--- config.mk ---
export PLATFORM = sky130hd
export DESIGN_NAME = counter_mod
export DESIGN_NICKNAME = d
export VERILOG_FILES = /design/src/rtl/counter_pkg.sv /design/src/rtl/counter_prescaler.sv /design/src/rtl/counter_mod.sv
export SDC_FILE = /design/constraint.sdc
export NUM_CORES = 1
export LEC_CHECK = 0
export CORE_MARGIN = 10
export CORE_UTILIZATION = 47
export DETAILED_ROUTE_END_ITERATION = 16
export PLACE_DENSITY_LB_ADDON = 0.05
export SLEW_MARGIN = 20
export SYNTH_ARGS = -nofsm -noshare
export SYNTH_HDL_FRONTEND = slang
export SYNTH_HIERARCHICAL = 1
export SYNTH_SLANG_ARGS = --single-unit
--- constraint.sdc ---
create_clock -name clk -period 2.28 [get_ports clk]
set_input_delay 0.456 -clock clk [delete_from_list [all_inputs] [get_ports clk]]
set_output_delay 0.456 -clock clk [all_outputs]
set_load 0.02 [all_outputs]
--- src/rtl/counter_pkg.sv ---
// Shared encodings for counter_mod: terminal-behaviour modes and one-shot FSM states.
// Pure declarations: no logic, no latency, no flow control.
package counter_pkg;

  localparam logic [1:0] MODE_WRAP    = 2'b00;
  localparam logic [1:0] MODE_SAT     = 2'b01;
  localparam logic [1:0] MODE_ONESHOT = 2'b10;

  typedef enum logic {
    ST_RUN  = 1'b0,
    ST_DONE = 1'b1
  } state_t;

endpackage

--- src/rtl/counter_prescaler.sv ---
// Enable divider: tick is high on every PRESCALE-th cycle with en_in high; combinational tick, phase state is registered.
// No backpressure; clr and rst (active-low) restart the phase from zero.
module counter_prescaler #(
  parameter int PRESCALE = 4
) (
  input  logic clk,
  input  logic rst,
  input  logic clr,
  input  logic en_in,
  output logic tick
);

  localparam int PW = (PRESCALE > 1) ? $clog2(PRESCALE) : 1;
  localparam logic [PW-1:0] LAST = PW'(PRESCALE - 1);

  logic [PW-1:0] phase;

  assign tick = en_in && (phase == LAST);

  always_ff @(posedge clk) begin
    if (!rst || clr) begin
      phase <= '0;
    end else if (en_in) begin
      phase <= (phase == LAST) ? '0 : phase + PW'(1);
    end
  end

endmodule

--- src/rtl/counter_mod.sv ---
// Modulo-MOD up/down counter with load, wrap/saturate/one-shot terminal modes; 1-cycle step latency, no backpressure.
// Optional enable prescaler built only when COUNTER_MOD_PRESCALE_EN is defined.
module counter_mod
  import counter_pkg::*;
#(
  parameter int BITS     = 8,
  parameter int MOD      = 256,
  parameter int PRESCALE = 4
) (
  input  logic            clk,
  input  logic            rst,
  input  logic            cnt,
  input  logic            dir,
  input  logic [1:0]      mode,
  input  logic            load,
  input  logic [BITS-1:0] din,
  output logic [BITS-1:0] val,
  output logic            tc,
  output logic            ovf,
  output logic            done
);

  localparam logic [BITS-1:0] TOP     = BITS'(MOD - 1);
  localparam logic [BITS:0]   MOD_EXT = (BITS + 1)'(MOD);

  state_t          state;
  logic            en;
  logic [BITS-1:0] load_val;

`ifdef COUNTER_MOD_PRESCALE_EN
  counter_prescaler #(
    .PRESCALE (PRESCALE)
  ) u_prescaler (
    .clk   (clk),
    .rst   (rst),
    .clr   (load),
    .en_in (cnt),
    .tick  (en)
  );
`else
  assign en = cnt;
`endif

  // Widen by one bit so MOD == 2**BITS compares correctly and never clamps.
  assign load_val = ({1'b0, din} >= MOD_EXT) ? TOP : din;
  assign tc       = dir ? (val == TOP) : (val == '0);

  always_ff @(posedge clk) begin
    if (!rst) begin
      val   <= '0;
      ovf   <= 1'b0;
      done  <= 1'b0;
      state <= ST_RUN;
    end else if (load) begin
      val   <= load_val;
      ovf   <= 1'b0;
      done  <= 1'b0;
      state <= ST_RUN;
    end else begin
      ovf <= 1'b0;
      case (state)
        ST_RUN: begin
          if (en) begin
            if (!tc) begin
              val <= dir ? val + BITS'(1) : val - BITS'(1);
            end else begin
              case (mode)
                MODE_SAT: ;
                MODE_ONESHOT: begin
                  state <= ST_DONE;
                  done  <= 1'b1;
                  ovf   <= 1'b1;
                end
                default: begin
                  val <= dir ? '0 : TOP;
                  ovf <= 1'b1;
                end
              endcase
            end
          end
        end
        ST_DONE: begin
          // Frozen until load/reset, or until software switches away from one-shot.
          if (mode != MODE_ONESHOT) begin
            state <= ST_RUN;
            done  <= 1'b0;
          end
        end
        default: state <= ST_RUN;
      endcase
    end
  end

endmodule
# Word-level counts from Yosys, hierarchy flattened
# Cells that the tools add are included.
# word_totals
register_bits,11
in_bits,15
# classes
n_addsub,2
n_eq_ne,10
muxes,19
n_bitwise,4
n_reduce_logical,7
# op_table
op,n
$mux 8,7
$mux 1,10
$add 8x1->8 const B,1
$eq 8x8->1 const B,1
$logic_not 8->1,1
$ne 2x2->1 const B,4
$sub 8x1->8 const B,1
$reduce_or 5->1,1
$ne 2x1->1 const B,2
$not 1->1,4
$pmux 1 s2,2
$reduce_and 4->1,1
$reduce_or 2->1,2
$ne 3x3->1 const B,1
$reduce_and 3->1,1
$eq 2x1->1 const B,1
$eq 2x2->1 const B,1
$reduce_bool 2->1,1

# Depth between registers and ports, before layout
# Gate-level depths: netlist (run 1).
# logic_depth
ltp_word,7
depth_mapped,8

# Worst setup path before layout (run 1)
# Ideal clock, no wire load.
# synth_path
path_kind,register to output
start,register val[0]
end,output tc
arrival_ps,1592
required_ps,1824
setup_slack_ps,232
stages_incl_launch_ff,6
path_buffers,1
cell_sequence,dfxtp_1 -> nand4_1 -> or4_4 -> buf_6 -> and2_4 -> inv_1
# synth_between
elab_chain_len,2
word_cells_on_any_way,3
cone_classes,eq/ne: 1; mux: 1; reduce/logical: 1
# synth_lines
element,line_no,text
from (decl),counter_mod.sv:17,"output logic [BITS-1:0] val,"
from (signal assigned),counter_mod.sv:55,val <= load_val;
from (signal assigned),counter_mod.sv:65,val <= dir ? val + BITS'(1) : val - BITS'(1);
from (signal assigned),counter_mod.sv:75,val <= dir ? '0 : TOP;
$eq 8x8->1 or $logic_not 8->1 (tied branches),counter_mod.sv:46,assign tc = dir ? (val == TOP) : (val == '0);
$mux 1 *,counter_mod.sv:46,
to (decl),counter_mod.sv:18,"output logic tc,"
# Every way passes the cells marked *; elsewhere a longest branch is shown, timed or not.

# Final worst setup path (run 1)
# layout_path
start,input dir
end,output tc
# layout_between
elab_chain_len,1
# layout_lines
element,line_no,text
from (decl),counter_mod.sv:13,"input logic dir,"
$mux 1,counter_mod.sv:46,
# Every way passes these cells.

==> metrics.txt, run 1 <==
total number of vias 1052; power density of the placed cells 483 mW/mm^2; number of register bits inferred by synthesis 11; final worst path period share 93.2%; largest net degree at the start of global routing 12; endpoint kind of the worst setup timing path output port; die area 0.00423 mm^2; Distinct cells, synth 38; Row Count 16; number of flops mapped to enable cells by yosys 0; final antenna-violating net count 0; detailed-routing iteration count for the pre-antenna-repair pass 4; Starting Density 49.0%; fraction of post-synthesis cell area in the top cell type by area 23.1%; number of H-tree levels 1; number of buffers added on ports 25; top cell types by occurrence after synthesis inv_1, a21oi_1, dfxtp_1, o21ai_0, ha_1; number of buffers created by CTS 3; fraction of the yosys area taken by sequential cells 23.1%; Max stage delay cell, worst path nor4_1; Die Y-Extent 65.0 um; number of diodes 0; Synth Area per Inst 8.35 um^2; GRT Resource Usage Total 14.2%; least setup slack across all paths after layout 0.154 ns; detail-routed net length per standard cell 15.0 um; CP Cell Sequence dlygate4sd2_1 -> buf_4 -> nor4_1 -> nand3_1 -> and2_4 -> inv_2 -> buf_6; worst min-delay path startpoint done$_SDFFE_PP0P_; Setup crit start kind input pin; buffering stage count on the worst path with inverters included 4; unrepaired setup endpoints after global routing no; run status complete, no violations; weighted congestion at the end of routability-driven global placement 0.951; hold worst-path end done$_SDFFE_PP0P_; post-synthesis cell area 952 um^2; final count of pins violating max slew 0; Post-Route Skew 0.00124 ns; share of final-layout standard cells stronger than drive strength 1 27.4%; net count after synthesis 138; class of the worst hold path reg -> reg; proportion of register bits with asynchronous set or reset after synthesis 0%; clock slew at the register clock pins of the worst setup and hold paths 0.07 ns; Synth area leaders dfxtp_1, ha_1, a211oi_2; post-route design area 0.00145 mm^2; type of the setup path with the least slack in -> out; VDD IR-drop max 0.000388 V; slack of the worst reg-to-reg path 0.39 ns; post-route DRC violation count 0; worst hold path depth 2; Post-Syn Instances 114; MaxCap Viol Count 0; Static Leak 0.000635 uW; clock network latency to the later pin of the worst-skew pair 0.28 ns; dominant delay contributor by cell family on the critical path simple AND/OR/NAND/NOR gates; placement-stage worst setup slack -0.576 ns; R2R depth 7; Clock Sink Count 11; x dimension of the die 65.0 um; worst slew pin tran 0.398 ns; warnings from Yosys 6; total routed wirelength 2930 um; worst-case clock buffer depth 2; via density per instance 5.39; Post CTS Setup Buffer Count 0; delay of the slowest cell on the worst path 0.28 ns; Crit Reg-Reg Startpoint val[0]$_SDFFE_PN0P_; area overhead of the layout relative to synthesis 52.7%; most instantiated library cell after synthesis inv_1; minimum period implied by the final worst setup slack 2.13 ns; clock root buffer master clkbuf_4; DPL Wire Length 2470 um; antenna violations before repair 0; f_max 470 MHz; Critical Path Fanout Max 3; post-detailed-placement cell area 0.00143 mm^2; setup tns final 0 ns; total power 702 uW; CTS tree done; via count of the first global-routing pass 1084; Setup crit start dir; Crit Reg-Reg Endpoint val[6]$_SDFFE_PN0P_; count of boundary I/O pins 26; tightest slew margin relative to the limit 73.4%; overflow left after global routing 0; Data arrival, critical path 1.67 ns; Primary FF master, synth dfxtp_1; number of DRC markers in iteration 0 29; worst path required time 1.82 ns; leading area contributor after synthesis dfxtp_1; number of hold buffers added after cts 0; global-route wire length before repair 4840 um; number of setup violations in the final report 0; placeable core region 0.00194 mm^2; net count of the finished layout 193; number of gates given a new drive strength after cts 9; Hold Vio Cnt, Final 0
## layout by cell type (no fill, tap or decap), drive strengths merged, types with 3 or more instances in the layout
master	synthesis	routed
nand3	6	6
clkbuf	3	4
o21ai	12	12
clkdlybuf4s50	0	23
inv	16	16
nor2b	3	3
xor2	5	5
buf	1	30
a21oi	11	11
ha	8	8
a211oi	7	7
nor2	4	4
dfxtp	11	11
## per-stage QoR
| stage | utilization [%] | instances | hold slack (ns) |
|---|---|---|---|
| floorplan | - | 114 | 0.487 |
| finish | 74.9 | 195 | 0.484 |
| detailed placement | 73.5 | 191 | 0.477 |
| global placement | 73.5 | 191 | 0.462 |
| CTS | 74.9 | 195 | 0.488 |
| global route | 74.9 | 195 | 0.541 |
## how the worst max path moves through the flow
stage / end / slack (ns) / cells past startpoint
4_1_cts: tc / 0.17 / 7
5_1_grt: val[6]$_SDFFE_PN0P_ / 0.11 / 9
3_3_place_gp: tc / -0.51 / 6
2_1_floorplan: tc / 0.23 / 5
6_report: tc / 0.15 / 7
3_5_place_dp: tc / -0.58 / 6
## layout make-up
cell class,count,area (um^2)
clock buffers,4,26.3
multi-input cells,83,646
flip-flops and latches,11,220
repair buffers,54,468
fillers,165,488
well taps,27,33.8
inverters,16,60.1
## routing by layer
| layer | GRT usage, % | share of wire, % | vias up |
|---|---|---|---|
| met2 | 25.4 | 52 | 29 |
| met4 | 3.48 | 0.89 | 0 |
| met5 | 0 | 0 | - |
| li1 | - | - | 523 |
| met3 | 6.36 | 6.8 | 2 |
| met1 | 14.8 | 40 | 498 |
## worst reg2reg max path, cell delays in order (launching register included)
cell and delay [ns]:
dfxtp_1 0.35, buf_4 0.15, fa_1 0.41, a211oi_1 0.23, nor2_1 0.11, mux2_2 0.28, o21ai_1 0.16, a221oi_2 0.08
## logic make-up after synthesis
family | share of synthesized area, %
DFF | 23.1
muxes | 1.18
adders and majority gates | 12.6
AOI/OAI and AO/OA | 33.5
xor gates and xnor gates | 5.52
and+or+nand+nor | 15.0
buffers and inverters | 9.07
## report_power, final
part,internal (uW),switching [uW]
logic,177,164
registers,207,11.9
clock network,68.0,74.6
## registers in the layout, summed over array words and instances, names as in the netlist
name	flops
ovf	1
done	1
state	1
val	8
(Power assumes the default switching activity.)
==> run 2, diff against run 1 <==
--- a/config.mk
+++ b/config.mk
@@ -9,6 +9,7 @@
 export CORE_UTILIZATION = 47
 export DETAILED_ROUTE_END_ITERATION = 16
 export PLACE_DENSITY_LB_ADDON = 0.05
+export REMOVE_ABC_BUFFERS = 1
 export SLEW_MARGIN = 20
 export SYNTH_ARGS = -nofsm -noshare
 export SYNTH_HDL_FRONTEND = slang
==> run 2 against run 1 <==
  * Combinational power is essentially flat
  * Final area grew 0.69%
  * Setup slack lost 0.016 ns
  * First-iteration DRC count grew 69%
  * Critical path type unchanged
  * Largest power group unchanged
==> metrics.txt, run 2 (synthesized netlist as in run 1, its figures left out) <==
run status complete, no violations; count of boundary I/O pins 26; post-route DRC violation count 0; total routed wirelength 2920 um; Max stage delay cell, worst path nor4_1; clock slew at the register clock pins of the worst setup and hold paths 0.07 ns; MaxCap Viol Count 0; DPL Wire Length 2420 um; antenna violations before repair 0; total number of vias 1064; VDD IR-drop max 0.000353 V; post-detailed-placement cell area 0.00143 mm^2; share of final-layout standard cells stronger than drive strength 1 27.5%; Cell Count, Final, Fillers Out 194; minimum period implied by the final worst setup slack 2.14 ns; Hold Vio Cnt, Final 0; CTS tree done; via density per instance 5.48; Die Y-Extent 65.0 um; most frequent cells in the layout buf_4, clkdlybuf4s50_1, inv_1; Post-Route Utilization 75.4%; clock root buffer master clkbuf_4; detailed-routing iteration count for the pre-antenna-repair pass 4; buffering stage count on the worst path with inverters included 4; clock network latency to the later pin of the worst-skew pair 0.27 ns; Starting Density 49.0%; Setup crit start kind input pin; max reg flops 8; worst path required time 1.82 ns; number of hold buffers added after cts 0; area overhead of the layout relative to synthesis 53.7%; unrepaired setup endpoints after global routing no; final antenna-violating net count 0; least setup slack across all paths after layout 0.138 ns; tightest slew margin relative to the limit 75.8%; Row Count 16; worst-case clock buffer depth 2; Critical Path Fanout Max 3; detail-routed net length per standard cell 15.1 um; overflow left after global routing 0; x dimension of the die 65.0 um; power density of the placed cells 479 mW/mm^2; number of setup violations in the final report 0; number of diodes 0; GRT Resource Usage Total 14.5%; placeable core region 0.00194 mm^2; f_max 467 MHz; largest register by flop count val; number of H-tree levels 1; CP Cell Sequence dlygate4sd2_1 -> buf_4 -> nor4_1 -> nand3_1 -> and2_4 -> inv_2 -> buf_6; Crit Reg-Reg Startpoint val[0]$_SDFFE_PN0P_; via count of the first global-routing pass 1100; Setup crit start dir; global-route wire length before repair 5020 um; class of the worst hold path reg -> reg; number of buffers added on ports 25; delay of the slowest cell on the worst path 0.27 ns; largest net degree at the start of global routing 12; die area 0.00423 mm^2; post-route design area 0.00146 mm^2; Static Leak 0.000635 uW; most common cell after layout, fill and taps aside buf_4; Data arrival, critical path 1.69 ns; Post-Route Skew 0.00163 ns; worst slew pin tran 0.363 ns; number of buffers created by CTS 3; dominant delay contributor by cell family on the critical path simple AND/OR/NAND/NOR gates; worst-case hold slack 0.504 ns; endpoint kind of the worst setup timing path output port; final worst path period share 94.0%; net count of the finished layout 192; weighted congestion at the end of routability-driven global placement 0.953; placement-stage worst setup slack -0.544 ns; worst min-delay path startpoint done$_SDFFE_PP0P_; Clock Sink Count 11; final count of pins violating max slew 0; number of DRC markers in iteration 0 49; placed cell count 190; type of the setup path with the least slack in -> out
[run 2: cell count changes in the layout (fill, tap and decap cells not counted), sizes merged]
| cell | change |
|---|---|
| buf | -1 |
[run 2: worst reg2reg max path, cell delays in order, from the launching register on]
cell,delay (ns)
dfxtp_1,0.34
buf_4,0.17
fa_1,0.42
a211oi_2,0.21
nor2_1,0.11
mux2_2,0.28
o21ai_1,0.18
a221oi_2,0.08
[run 2: worst paths after layout]
kind	endpoint	slack [ns]	cells after the start
worst max-delay path	tc	0.14	7
worst min-delay path	done$_SDFFE_PP0P_	0.50	2
worst max register to register	val[6]$_SDFFE_PN0P_	0.38	7
worst min register to register	done$_SDFFE_PP0P_	0.50	2
[run 2: area by class of cell]
class	count	area, um^2
flip-flops and latches	11	220
repair buffers	53	473
well taps	27	33.8
multi-input cells	83	651
fillers	154	478
inverters	16	60.1
clock buffers	4	26.3
[run 2: repair_timing]
action	4_1_cts	5_1_grt
endpoints found under the setup margin	3	0
buffers inserted	0	0
hold endpoints to repair	0	0
gates resized for setup	10	0
[run 2: metrics by stage]
step	TNS (ns)	power, uW
after floorplan	0	399
after CTS	0	703
after detailed placement	-2.00	558
after global placement	-1.70	549
final	0	701
after global routing	0	752
[run 2: layer usage]
metal,vias up,GRT usage [%],part of all wire [%]
met1,513,16.8,45
met4,0,4.28,0.79
met3,4,4.98,6.4
li1,522,-,-
met2,25,24.5,47
met5,-,0,0
[run 2: power by group]
group	switching, uW	internal [uW]
Sequential	12.5	207
Clock	71.3	67.9
Combinational	165	177
==> run 3, diff against run 2 <==
--- a/config.mk
+++ b/config.mk
@@ -9,8 +9,7 @@
 export CORE_UTILIZATION = 47
 export DETAILED_ROUTE_END_ITERATION = 16
 export PLACE_DENSITY_LB_ADDON = 0.05
-export REMOVE_ABC_BUFFERS = 1
-export SLEW_MARGIN = 20
+export SLEW_MARGIN = 10
 export SYNTH_ARGS = -nofsm -noshare
 export SYNTH_HDL_FRONTEND = slang
 export SYNTH_HIERARCHICAL = 1
==> results of run 3 <==
No change in the layout: final DEF, timing and power equal those of run 1.
